<file path="src/rtl/uart_fifo_if.sv">
// uart_fifo_if: byte-path bundle between the UART RX/TX side and the buffer.
//   master: drives wr, w_data, rd, clr_err; observes read data, status, errors.
//   slave : the buffer itself; drives r_data, r_valid, fill flags, count, errors.
interface uart_fifo_if #(
    parameter int DBIT       = 8,
    parameter int ADDR_WIDTH = 2
);
    logic                  wr;
    logic [DBIT-1:0]       w_data;
    logic                  rd;
    logic                  clr_err;
    logic [DBIT-1:0]       r_data;
    logic                  r_valid;
    logic                  empty;
    logic                  full;
    logic                  almost_empty;
    logic                  almost_full;
    logic [ADDR_WIDTH:0]   count;
    logic                  overflow;
    logic                  underflow;

    modport master (
        output wr, w_data, rd, clr_err,
        input  r_data, r_valid, empty, full, almost_empty, almost_full,
               count, overflow, underflow
    );

    modport slave (
        input  wr, w_data, rd, clr_err,
        output r_data, r_valid, empty, full, almost_empty, almost_full,
               count, overflow, underflow
    );
endinterface

</file>
<file path="src/rtl/uart_fifo.sv">
// uart_fifo: parametrised FIFO/LIFO byte buffer for the UART datapath.
// Ports:
//   clk   - system clock, all state changes on the rising edge
//   reset - asynchronous active-low reset (memory contents are kept)
//   bus   - uart_fifo_if slave: wr/w_data/rd/clr_err in; registered r_data,
//           one-cycle r_valid, empty/full/almost flags, count, sticky
//           overflow/underflow out. Every output comes straight from a flop.
module uart_fifo #(
    parameter int DBIT       = 8,
    parameter int ADDR_WIDTH = 2,
    parameter int MODE       = 0,   // 0 = FIFO, 1 = LIFO
    parameter int AE_LEVEL   = 1,
    parameter int AF_LEVEL   = 3
) (
    input  logic         clk,
    input  logic         reset,
    uart_fifo_if.slave   bus
);
    localparam int DEPTH = 1 << ADDR_WIDTH;
    localparam logic [ADDR_WIDTH:0]   C_DEPTH   = DEPTH[ADDR_WIDTH:0];
    localparam logic [ADDR_WIDTH:0]   C_AE      = AE_LEVEL[ADDR_WIDTH:0];
    localparam logic [ADDR_WIDTH:0]   C_AF      = AF_LEVEL[ADDR_WIDTH:0];
    localparam logic [ADDR_WIDTH:0]   C_CNT_ONE = (ADDR_WIDTH+1)'(1);
    localparam logic [ADDR_WIDTH-1:0] C_PTR_ONE = ADDR_WIDTH'(1);

    logic [DBIT-1:0]       r_mem [DEPTH];
    logic [ADDR_WIDTH-1:0] r_wptr;
    logic [ADDR_WIDTH-1:0] r_rptr;
    logic [ADDR_WIDTH:0]   r_count;
    logic [DBIT-1:0]       r_rdata;
    logic                  r_rvalid;
    logic                  r_empty;
    logic                  r_full;
    logic                  r_aempty;
    logic                  r_afull;
    logic                  r_ovf;
    logic                  r_unf;

    logic                  w_rd_ok;
    logic                  w_wr_ok;
    logic [ADDR_WIDTH:0]   w_count_next;
    logic [ADDR_WIDTH-1:0] w_waddr;
    logic [ADDR_WIDTH-1:0] w_raddr;
    logic [ADDR_WIDTH-1:0] w_lifo_top;

    // Acceptance decode, next fill level and memory addressing.
    always_comb begin
        w_rd_ok      = 1'b0;
        w_wr_ok      = 1'b0;
        w_count_next = r_count;
        w_waddr      = r_wptr;
        w_raddr      = r_rptr;
        // Low bits wrap correctly even at count == DEPTH (0 - 1 = DEPTH-1).
        w_lifo_top   = r_count[ADDR_WIDTH-1:0] - C_PTR_ONE;

        w_rd_ok = bus.rd & ~r_empty;
        // A read in the same cycle frees a slot, so a full buffer still takes the write.
        w_wr_ok = bus.wr & (~r_full | w_rd_ok);

        case ({w_wr_ok, w_rd_ok})
            2'b10:   w_count_next = r_count + C_CNT_ONE;
            2'b01:   w_count_next = r_count - C_CNT_ONE;
            default: w_count_next = r_count;
        endcase

        if (MODE == 1) begin
            w_raddr = w_lifo_top;
            // On read+write the popped slot is reused for the pushed word.
            if (w_rd_ok) begin
                w_waddr = w_lifo_top;
            end else begin
                w_waddr = r_count[ADDR_WIDTH-1:0];
            end
        end else begin
            w_raddr = r_rptr;
            w_waddr = r_wptr;
        end
    end

    // Storage array; deliberately not reset.
    always_ff @(posedge clk) begin
        if (w_wr_ok) begin
            r_mem[w_waddr] <= bus.w_data;
        end
    end

    // Pointers, count, registered flags, read data and sticky errors.
    always_ff @(posedge clk or negedge reset) begin
        if (!reset) begin
            r_wptr   <= '0;
            r_rptr   <= '0;
            r_count  <= '0;
            r_rdata  <= '0;
            r_rvalid <= 1'b0;
            r_empty  <= 1'b1;
            r_full   <= 1'b0;
            r_aempty <= 1'b1;
            r_afull  <= 1'b0;
            r_ovf    <= 1'b0;
            r_unf    <= 1'b0;
        end else begin
            if (w_wr_ok) begin
                r_wptr <= r_wptr + C_PTR_ONE;
            end
            if (w_rd_ok) begin
                r_rptr  <= r_rptr + C_PTR_ONE;
                // Non-blocking read sees the pre-edge contents, so a LIFO
                // read+write returns the old top before it is overwritten.
                r_rdata <= r_mem[w_raddr];
            end
            r_rvalid <= w_rd_ok;
            r_count  <= w_count_next;
            r_empty  <= (w_count_next == '0);
            r_full   <= (w_count_next == C_DEPTH);
            r_aempty <= (w_count_next <= C_AE);
            r_afull  <= (w_count_next >= C_AF);
            // Setting has priority over clearing.
            if (bus.wr & ~w_wr_ok) begin
                r_ovf <= 1'b1;
            end else if (bus.clr_err) begin
                r_ovf <= 1'b0;
            end
            if (bus.rd & ~w_rd_ok) begin
                r_unf <= 1'b1;
            end else if (bus.clr_err) begin
                r_unf <= 1'b0;
            end
        end
    end

    assign bus.r_data       = r_rdata;
    assign bus.r_valid      = r_rvalid;
    assign bus.empty        = r_empty;
    assign bus.full         = r_full;
    assign bus.almost_empty = r_aempty;
    assign bus.almost_full  = r_afull;
    assign bus.count        = r_count;
    assign bus.overflow     = r_ovf;
    assign bus.underflow    = r_unf;
endmodule

</file>
<file path="src/flat_wrapper.sv">
// flat-port wrapper written by rule: the top's interface ports become plain ports
module uart_fifo_flat 
#(
    parameter int DBIT       = 8,
    parameter int ADDR_WIDTH = 2,
    parameter int MODE       = 0,                        
    parameter int AE_LEVEL   = 1,
    parameter int AF_LEVEL   = 3
)
  (clk, reset, bus_wr, bus_w_data, bus_rd, bus_clr_err, bus_r_data, bus_r_valid, bus_empty, bus_full, bus_almost_empty, bus_almost_full, bus_count, bus_overflow, bus_underflow);
  uart_fifo_if #(.DBIT(DBIT), .ADDR_WIDTH(ADDR_WIDTH)) bus_i ();
  input  logic clk;
  input  logic reset;
  input wire logic [$bits(bus_i.wr)-1:0] bus_wr;
  input wire logic [$bits(bus_i.w_data)-1:0] bus_w_data;
  input wire logic [$bits(bus_i.rd)-1:0] bus_rd;
  input wire logic [$bits(bus_i.clr_err)-1:0] bus_clr_err;
  output wire logic [$bits(bus_i.r_data)-1:0] bus_r_data;
  output wire logic [$bits(bus_i.r_valid)-1:0] bus_r_valid;
  output wire logic [$bits(bus_i.empty)-1:0] bus_empty;
  output wire logic [$bits(bus_i.full)-1:0] bus_full;
  output wire logic [$bits(bus_i.almost_empty)-1:0] bus_almost_empty;
  output wire logic [$bits(bus_i.almost_full)-1:0] bus_almost_full;
  output wire logic [$bits(bus_i.count)-1:0] bus_count;
  output wire logic [$bits(bus_i.overflow)-1:0] bus_overflow;
  output wire logic [$bits(bus_i.underflow)-1:0] bus_underflow;
  assign bus_i.wr = bus_wr;
  assign bus_i.w_data = bus_w_data;
  assign bus_i.rd = bus_rd;
  assign bus_i.clr_err = bus_clr_err;
  assign bus_r_data = bus_i.r_data;
  assign bus_r_valid = bus_i.r_valid;
  assign bus_empty = bus_i.empty;
  assign bus_full = bus_i.full;
  assign bus_almost_empty = bus_i.almost_empty;
  assign bus_almost_full = bus_i.almost_full;
  assign bus_count = bus_i.count;
  assign bus_overflow = bus_i.overflow;
  assign bus_underflow = bus_i.underflow;
  uart_fifo #(.DBIT(DBIT), .ADDR_WIDTH(ADDR_WIDTH), .MODE(MODE), .AE_LEVEL(AE_LEVEL), .AF_LEVEL(AF_LEVEL)) u_core (.clk(clk), .reset(reset), .bus(bus_i));
endmodule
</file>
<file path="config.mk">
export PLATFORM = sky130hd
export DESIGN_NAME = uart_fifo_flat
export DESIGN_NICKNAME = d
export VERILOG_FILES = /design/src/rtl/uart_fifo_if.sv /design/src/rtl/uart_fifo.sv /design/src/flat_wrapper.sv
export SDC_FILE = /design/constraint.sdc
export NUM_CORES = 1
export LEC_CHECK = 0
export CAP_MARGIN = 10
export CELL_PAD_IN_SITES_DETAIL_PLACEMENT = 0
export CELL_PAD_IN_SITES_GLOBAL_PLACEMENT = 1
export CORE_ASPECT_RATIO = 1.5
export CORE_MARGIN = 3
export CORE_UTILIZATION = 44
export CTS_CLUSTER_SIZE = 25
export DETAILED_ROUTE_END_ITERATION = 7
export PLACE_DENSITY = 0.74
export SLEW_MARGIN = 20
export SYNTH_ARGS = -nofsm -noshare
export SYNTH_HDL_FRONTEND = slang
export SYNTH_SLANG_ARGS = --single-unit
</file>
<file path="constraint.sdc">
create_clock -name clk -period 2.5 [get_ports clk]
set_input_delay 0.625 -clock clk [delete_from_list [all_inputs] [get_ports clk]]
set_output_delay 0.625 -clock clk [all_outputs]
set_load 0.05 [all_outputs]
</file>
==> results of run 1 <==
## synth_stat cells, drive strengths merged (2+ instances only)
master	count
inv	6
mux2i	16
edfxtp	32
nand3	2
dfstp	2
nand2b	3
mux2	2
o221ai	8
xnor2	4
ha	5
dfrtp	20
buf	4
and2	4
o21ai	3
nand2	15
nor2	2
## kinds of logic (layout without fill, tap and decap cells)
kind of cell	after synthesis	in the layout	synth area share
mux	18	18	0.0852
simple gates	29	29	0.0660
buf+inv	11	64	0.0239
compound gates	17	17	0.0636
fa+ha+maj	6	6	0.0385
flops	54	54	0.706
xor+xnor	4	4	0.0163
## registers in the layout, summed over array words and instances, names as in the netlist, 2 cells and up
name and cells:
u_core.bus.count 3, u_core.bus.r_data 8, u_core.r_mem 32, u_core.r_rptr 2, u_core.r_wptr 2
## report_power, final
group | leakage, nW | switching, mW | internal (mW)
Combinational | 0.500 | 0.867 | 0.623
Sequential | 0.559 | 0.209 | 1.22
Clock | 0.0472 | 0.268 | 0.223
Total | 1.11 | 1.34 | 2.06
## worst min-delay path by stage
stage               slack [ns]  depth (start not counted)                endpoint
detailed placement        0.48                          2    u_core.bus.r_data[3]
global placement          0.47                          2        u_core.r_rptr[0]
CTS                       0.50                          2        u_core.r_rptr[0]
finish                    0.50                          2    u_core.bus.r_data[5]
global route              0.53                          2        u_core.r_rptr[0]
floorplan                 0.33                          0  u_core.bus.almost_full
## per-stage QoR
step                utilization  setup TNS (ns)  power, mW
floorplan                     -               0       2.37
global placement          0.563           -1.12       2.86
detailed placement        0.563           -1.41       2.91
CTS                       0.593               0       3.42
global route              0.598               0       3.60
finish                    0.598               0       3.41
## worst min-delay path, cell delays in order (launching register included)
cell and delay [ns]:
sky130_fd_sc_hd__dfrtp_1 0.36, sky130_fd_sc_hd__nand2_1 0.05, sky130_fd_sc_hd__o221ai_1 0.06
## metal layers
metal  routed length, µm  global-route usage  up-vias
met2                2140               0.256       36
met5                   0                   0        -
met4                 118              0.0810        0
met1                1590               0.167      629
met3                 147              0.0359       10
li1                    -                   -      608
## cell type report
| type | count | area, µm² |
|---|---|---|
| fill | 356 | 1860 |
| timing repair buffer | 50 | 457 |
| clock inverter | 2 | 12.5 |
| clock buffer | 6 | 82.6 |
| sequential | 54 | 1510 |
| inverter | 6 | 22.5 |
| tap | 64 | 80.1 |
| multi-input combinational | 74 | 591 |
## repair_timing
| action | 4_1_cts | 5_1_grt |
|---|---|---|
| setup buffers | 5 | 1 |
| pin swaps | 1 | 5 |
| endpoints found under the setup margin | 1 | 4 |
| resized for setup | 2 | 3 |
==> run_summary.xml, run 1 <==
<?xml version="1.0" encoding="UTF-8"?>
<metrics>
  <group name="routing">
    <metric name="drt_iter0_markers" unit="">47</metric>
    <metric name="firstDrtPassIters" unit="">4</metric>
    <metric name="detail-route-antenna-nets" unit="">0</metric>
    <metric name="route.vias.total" unit="">1283</metric>
    <metric name="postRouteWirelength" unit="µm">3990</metric>
    <metric name="drt_drc_violations_left" unit="">0</metric>
    <metric name="detail_route.vias_per_cell" unit="">5.01</metric>
    <metric name="detail_route.wl_per_cell" unit="µm">15.6</metric>
  </group>
  <group name="critical_path">
    <metric name="end_of_the_worst_register_to_register_path" unit="">u_core.bus.full</metric>
    <metric name="startpoint_type" unit="">primary input</metric>
    <metric name="worst_path_max_delay_cell" unit="">sky130_fd_sc_hd__clkdlybuf4s50_1</metric>
    <metric name="worst_setup_path_endpoint" unit="">u_core.bus.full</metric>
    <metric name="cp_top_family" unit="">adder cells</metric>
    <metric name="worst_setup_path_startpoint" unit="">bus_wr</metric>
    <metric name="r2r_setup_slack" unit="ns">0.21</metric>
    <metric name="cp_max_fo" unit="">3</metric>
    <metric name="timing_worst_setup_path_type" unit="">in -&gt; reg</metric>
    <metric name="crit_chain" unit="">clkdlybuf4s50_1 -&gt; a21boi_2 -&gt; inv_1 -&gt; ha_2 -&gt; fa_2 -&gt; xnor2_2 -&gt; or3_4 -&gt; a211oi_2</metric>
    <metric name="critPathBufInv" unit="">2</metric>
    <metric name="cp_slowest_stage_delay" unit="ns">0.48</metric>
    <metric name="crit_cells" unit="">8</metric>
    <metric name="reg2reg_depth" unit="">8</metric>
    <metric name="timing.rr.start" unit="">u_core.bus.empty</metric>
    <metric name="timing.critical_path.arrival" unit="ns">2.64</metric>
    <metric name="required" unit="ns">2.72</metric>
    <metric name="crit_path_end_kind" unit="">flop</metric>
  </group>
  <group name="synth">
    <metric name="fraction_of_post_synthesis_cell_area_in_the_top_cell_type_by_area" unit="">0.448</metric>
    <metric name="synth_top_flop_cell" unit="">sky130_fd_sc_hd__edfxtp_1</metric>
    <metric name="synthDistinctLibCells" unit="">28</metric>
    <metric name="syn-instance-count" unit="">139</metric>
    <metric name="post-synth-top-area-cell" unit="">sky130_fd_sc_hd__edfxtp_1</metric>
    <metric name="synthesis.area_per_instance" unit="µm²">15.4</metric>
    <metric name="post_synth_edffs" unit="">32</metric>
    <metric name="synthesis.area" unit="µm²">2140</metric>
    <metric name="ys_ff_latch" unit="">54</metric>
    <metric name="synth_seq_area_share" unit="">0.706</metric>
    <metric name="syn-num-nets" unit="">158</metric>
    <metric name="asyncSetResetFlopFracSynth" unit="">0.407</metric>
    <metric name="yosys-top-cells-area" unit="">sky130_fd_sc_hd__edfxtp_1, sky130_fd_sc_hd__dfrtp_1, sky130_fd_sc_hd__mux2i_1</metric>
    <metric name="yosysWarningCount" unit="">0</metric>
  </group>
  <group name="clock_tree">
    <metric name="tritoncts" unit="">yes</metric>
    <metric name="postCtsHoldBufs" unit="">0</metric>
    <metric name="worst_setup_hold_path_clk_slew" unit="ns">0.09</metric>
    <metric name="htree_num_levels" unit="">2</metric>
    <metric name="clock_insertion_delay_worst_skew" unit="ns">0.30</metric>
    <metric name="clock_tree.buffer_depth" unit="">2</metric>
    <metric name="cts-buffers-inserted" unit="">5</metric>
    <metric name="cts.sinks" unit="">54</metric>
    <metric name="clk_root_buffer_cell" unit="">sky130_fd_sc_hd__clkbuf_8</metric>
  </group>
  <group name="floorplan">
    <metric name="fp.dieH" unit="µm">91.5</metric>
    <metric name="num_io_pins" unit="">31</metric>
    <metric name="die_area" unit="µm²">5760</metric>
    <metric name="rows" unit="">30</metric>
    <metric name="floorplan.core_area" unit="µm²">4620</metric>
    <metric name="start_util" unit="">0.464</metric>
    <metric name="die_w" unit="µm">63.0</metric>
  </group>
  <group name="sta">
    <metric name="worstMarginPinSlew" unit="ns">0.897</metric>
    <metric name="grt_setup_unrepaired" unit="">false</metric>
    <metric name="tightest_slew_margin_relative_to_the_limit" unit="">0.402</metric>
    <metric name="fin_crit_sh" unit="">0.968</metric>
    <metric name="clock_skew" unit="ns">0.00658</metric>
    <metric name="maxClockFrequency" unit="MHz">413</metric>
    <metric name="maxSlewViolCount" unit="">0</metric>
    <metric name="worst_hold_slack_across_all_endpoints" unit="ns">0.498</metric>
    <metric name="finalHoldViolCount" unit="">0</metric>
    <metric name="worst_slack" unit="ns">0.0811</metric>
    <metric name="final.min_clock_period" unit="ns">2.42</metric>
    <metric name="finalSetupViolations" unit="">0</metric>
  </group>
  <group name="cells_and_area">
    <metric name="mostFrequentLayoutCell" unit="">sky130_fd_sc_hd__edfxtp_1</metric>
    <metric name="final_cell_mix" unit="">sky130_fd_sc_hd__edfxtp_1, sky130_fd_sc_hd__clkdlybuf4s50_1, sky130_fd_sc_hd__dfrtp_1, sky130_fd_sc_hd__buf_4, sky130_fd_sc_hd__mux2i_1</metric>
    <metric name="final-instance-count-excl-fill" unit="">256</metric>
    <metric name="final_area" unit="µm²">2760</metric>
    <metric name="antenna_cells" unit="">0</metric>
    <metric name="number_of_nets_in_the_layout" unit="">210</metric>
    <metric name="area_delta_synth_final" unit="%">28.7</metric>
    <metric name="final_layout_size_suffix_gt1_frac" unit="">0.198</metric>
  </group>
  <group name="power_and_ir_drop">
    <metric name="cellPowerDensity" unit="nW/µm²">1240</metric>
    <metric name="vdd.ir_drop.worst" unit="V">0.000798</metric>
    <metric name="leakage_power_total" unit="nW">1.11</metric>
  </group>
  <group name="global_routing">
    <metric name="number_of_antenna_violations_at_the_first_check_in_global_routing" unit="">0</metric>
    <metric name="grt_max_degree" unit="">23</metric>
    <metric name="grt_util_all_layers" unit="">0.149</metric>
    <metric name="via_count_of_the_first_global_routing_pass" unit="">1346</metric>
    <metric name="grt_pass1_wl" unit="µm">6440</metric>
    <metric name="grt_overflow_total" unit="">0</metric>
  </group>
  <group name="run">
    <metric name="drv_cap" unit="">0</metric>
  </group>
  <group name="placement">
    <metric name="detailed_place.area" unit="µm²">2600</metric>
    <metric name="portBuffers" unit="">30</metric>
    <metric name="hpwl" unit="µm">2750</metric>
    <metric name="place_worst_setup_slack" unit="ns">-0.347</metric>
    <metric name="gp_congestion" unit="">0.756</metric>
    <metric name="numPlacedInstances" unit="">242</metric>
  </group>
  <group name="run_status">
    <metric name="run_status" unit="">finished clean</metric>
  </group>
  <group name="worst_hold_path">
    <metric name="hold_start" unit="">u_core.bus.r_data[5]</metric>
    <metric name="hp-class" unit="">reg -&gt; reg</metric>
  </group>
</metrics>
Power figures use the tool's default switching activity.
==> run 2, diff against run 1 <==
--- a/config.mk
+++ b/config.mk
@@ -13,6 +13,7 @@
 export CORE_UTILIZATION = 44
 export CTS_CLUSTER_SIZE = 25
 export DETAILED_ROUTE_END_ITERATION = 7
+export MAX_ROUTING_LAYER = met4
 export PLACE_DENSITY = 0.74
 export SLEW_MARGIN = 20
 export SYNTH_ARGS = -nofsm -noshare
==> run 2 against run 1 <==
Compared with the run above:
- clock-buffer cell count unchanged
- setup slack better by 0.0032 ns
- via count is essentially flat
- fmax increased by 0.13%
- clock skew about the same
- combinational power is essentially flat
- register-to-register slack hardly changed
- global-route usage increased by 0.45 points
- largest power group unchanged
- highest routed layer unchanged
==> run_summary.xml, run 2 (synthesis gave the netlist of run 1 again) <==
<?xml version="1.0" encoding="UTF-8"?>
<metrics>
  <group name="routing">
    <metric name="route.vias.total" unit="">1284</metric>
    <metric name="drt_drc_violations_left" unit="">0</metric>
    <metric name="detail_route.vias_per_cell" unit="">5.02</metric>
    <metric name="detail_route.wl_per_cell" unit="µm">15.6</metric>
    <metric name="drt_iter0_markers" unit="">44</metric>
    <metric name="detail-route-antenna-nets" unit="">0</metric>
    <metric name="postRouteWirelength" unit="µm">4000</metric>
    <metric name="firstDrtPassIters" unit="">4</metric>
  </group>
  <group name="placement">
    <metric name="portBuffers" unit="">30</metric>
    <metric name="gp_congestion" unit="">0.765</metric>
    <metric name="hpwl" unit="µm">2750</metric>
    <metric name="numPlacedInstances" unit="">242</metric>
  </group>
  <group name="cells_and_area">
    <metric name="final-instance-count-excl-fill" unit="">256</metric>
    <metric name="registers.top_by_ff_count" unit="">u_core.r_mem</metric>
    <metric name="finish.utilization" unit="">0.598</metric>
    <metric name="area_delta_synth_final" unit="%">28.7</metric>
    <metric name="final_layout_size_suffix_gt1_frac" unit="">0.198</metric>
    <metric name="nFillCells" unit="">356</metric>
    <metric name="antenna_cells" unit="">0</metric>
    <metric name="largest_reg_flops" unit="">32</metric>
    <metric name="final_cell_mix" unit="">sky130_fd_sc_hd__edfxtp_1, sky130_fd_sc_hd__clkdlybuf4s50_1, sky130_fd_sc_hd__dfrtp_1, sky130_fd_sc_hd__buf_4, sky130_fd_sc_hd__mux2i_1</metric>
    <metric name="mostFrequentLayoutCell" unit="">sky130_fd_sc_hd__edfxtp_1</metric>
    <metric name="number_of_nets_in_the_layout" unit="">210</metric>
  </group>
  <group name="sta">
    <metric name="worstMarginPinSlew" unit="ns">0.888</metric>
    <metric name="final.min_clock_period" unit="ns">2.42</metric>
    <metric name="clock_skew" unit="ns">0.00615</metric>
    <metric name="finalHoldViolCount" unit="">0</metric>
    <metric name="grt_setup_unrepaired" unit="">false</metric>
    <metric name="maxSlewViolCount" unit="">0</metric>
    <metric name="maxClockFrequency" unit="MHz">414</metric>
    <metric name="finalSetupViolations" unit="">0</metric>
    <metric name="fin_crit_sh" unit="">0.966</metric>
    <metric name="tightest_slew_margin_relative_to_the_limit" unit="">0.408</metric>
    <metric name="setup_total_negative_slack" unit="ns">0</metric>
  </group>
  <group name="global_routing">
    <metric name="grt_overflow_total" unit="">0</metric>
    <metric name="grt_pass1_wl" unit="µm">6430</metric>
    <metric name="grt_max_degree" unit="">23</metric>
    <metric name="grt_util_all_layers" unit="">0.154</metric>
    <metric name="via_count_of_the_first_global_routing_pass" unit="">1341</metric>
    <metric name="number_of_antenna_violations_at_the_first_check_in_global_routing" unit="">0</metric>
  </group>
  <group name="clock_tree">
    <metric name="tritoncts" unit="">yes</metric>
    <metric name="clock_insertion_delay_worst_skew" unit="ns">0.30</metric>
    <metric name="cts.sinks" unit="">54</metric>
    <metric name="clock_tree.buffer_depth" unit="">2</metric>
    <metric name="worst_setup_hold_path_clk_slew" unit="ns">0.09</metric>
    <metric name="clk_root_buffer_cell" unit="">sky130_fd_sc_hd__clkbuf_8</metric>
    <metric name="cts-buffers-inserted" unit="">5</metric>
    <metric name="htree_num_levels" unit="">2</metric>
    <metric name="postCtsHoldBufs" unit="">0</metric>
  </group>
  <group name="critical_path">
    <metric name="cp_max_fo" unit="">3</metric>
    <metric name="crit_path_end_kind" unit="">flop</metric>
    <metric name="timing.critical_path.arrival" unit="ns">2.64</metric>
    <metric name="startpoint_type" unit="">primary input</metric>
    <metric name="timing_worst_setup_path_type" unit="">in -&gt; reg</metric>
    <metric name="required" unit="ns">2.72</metric>
  </group>
  <group name="floorplan">
    <metric name="floorplan.core_area" unit="µm²">4620</metric>
    <metric name="die_w" unit="µm">63.0</metric>
    <metric name="die_area" unit="µm²">5760</metric>
    <metric name="rows" unit="">30</metric>
    <metric name="start_util" unit="">0.464</metric>
    <metric name="fp.dieH" unit="µm">91.5</metric>
    <metric name="num_io_pins" unit="">31</metric>
  </group>
  <group name="power_and_ir_drop">
    <metric name="cellPowerDensity" unit="nW/µm²">1240</metric>
    <metric name="leakage_power_total" unit="nW">1.11</metric>
    <metric name="post-layout-total-power" unit="mW">3.41</metric>
    <metric name="vdd.ir_drop.worst" unit="V">0.000796</metric>
  </group>
  <group name="run_status">
    <metric name="run_status" unit="">finished clean</metric>
  </group>
  <group name="worst_hold_path">
    <metric name="hp-class" unit="">reg -&gt; reg</metric>
  </group>
  <group name="run">
    <metric name="drv_cap" unit="">0</metric>
  </group>
</metrics>
run 2: where the power goes:
group          switching (mW)  leakage, nW  internal, mW
combinational           0.868        0.500         0.623
clock                   0.267       0.0472         0.223
sequential              0.210        0.559          1.22
total                    1.34         1.11          2.06
run 2: what timing repair did:
| item | in CTS | in global routing |
|---|---|---|
| pin swaps | 1 | 5 |
| setup buffers | 5 | 1 |
| setup endpoints to repair | 1 | 4 |
| gates resized for setup | 2 | 3 |
run 2: area by class of cell:
type | instances | area (µm²) | area share
clock buffer | 6 | 82.6 | 0.0299
clock inverter | 2 | 12.5 | 0.00454
inverter | 6 | 22.5 | 0.00816
multi-input combinational | 74 | 591 | 0.214
sequential | 54 | 1510 | 0.549
tap | 64 | 80.1 | 0.0290
timing repair buffer | 50 | 457 | 0.166
run 2: path summary, 6_finish.rpt:
path / from / end / slack [ns] / cells after the start
max: bus_wr / u_core.bus.full / 0.08 / 8
min: u_core.bus.r_data[5] / u_core.bus.r_data[5] / 0.50 / 2
max reg2reg: u_core.bus.empty / u_core.bus.full / 0.21 / 8
min reg2reg: u_core.bus.r_data[5] / u_core.bus.r_data[5] / 0.50 / 2
max in group asynchronous: reset / u_core.bus.almost_empty / 1.54 / 2
min in group asynchronous: reset / u_core.bus.r_data[2] / 0.68 / 2
run 2: layer usage:
layer  GRT usage  part of all wire  up-vias
met2       0.257              0.54       33
met5           -                 0        -
li1            -                 -      607
met1       0.167              0.39      634
met3      0.0359             0.040       10
met4      0.0810             0.029        0
run 2: critical path, cell delays in order:
cell and delay [ns]:
sky130_fd_sc_hd__clkdlybuf4s50_1 0.48, sky130_fd_sc_hd__a21boi_2 0.18, sky130_fd_sc_hd__inv_1 0.06, sky130_fd_sc_hd__ha_2 0.20
sky130_fd_sc_hd__fa_2 0.38, sky130_fd_sc_hd__xnor2_2 0.16, sky130_fd_sc_hd__or3_4 0.39, sky130_fd_sc_hd__a211oi_2 0.17
run 2: per-stage QoR:
step           area, µm²  hold WS [ns]  setup WS (ns)
3_3_place_gp        2600         0.474         -0.303
6_report            2760         0.498         0.0844
5_1_grt             2760         0.533         0.0114
2_1_floorplan       2140         0.329         0.0823
3_5_place_dp        2600         0.478         -0.347
4_1_cts             2740         0.499         0.0355
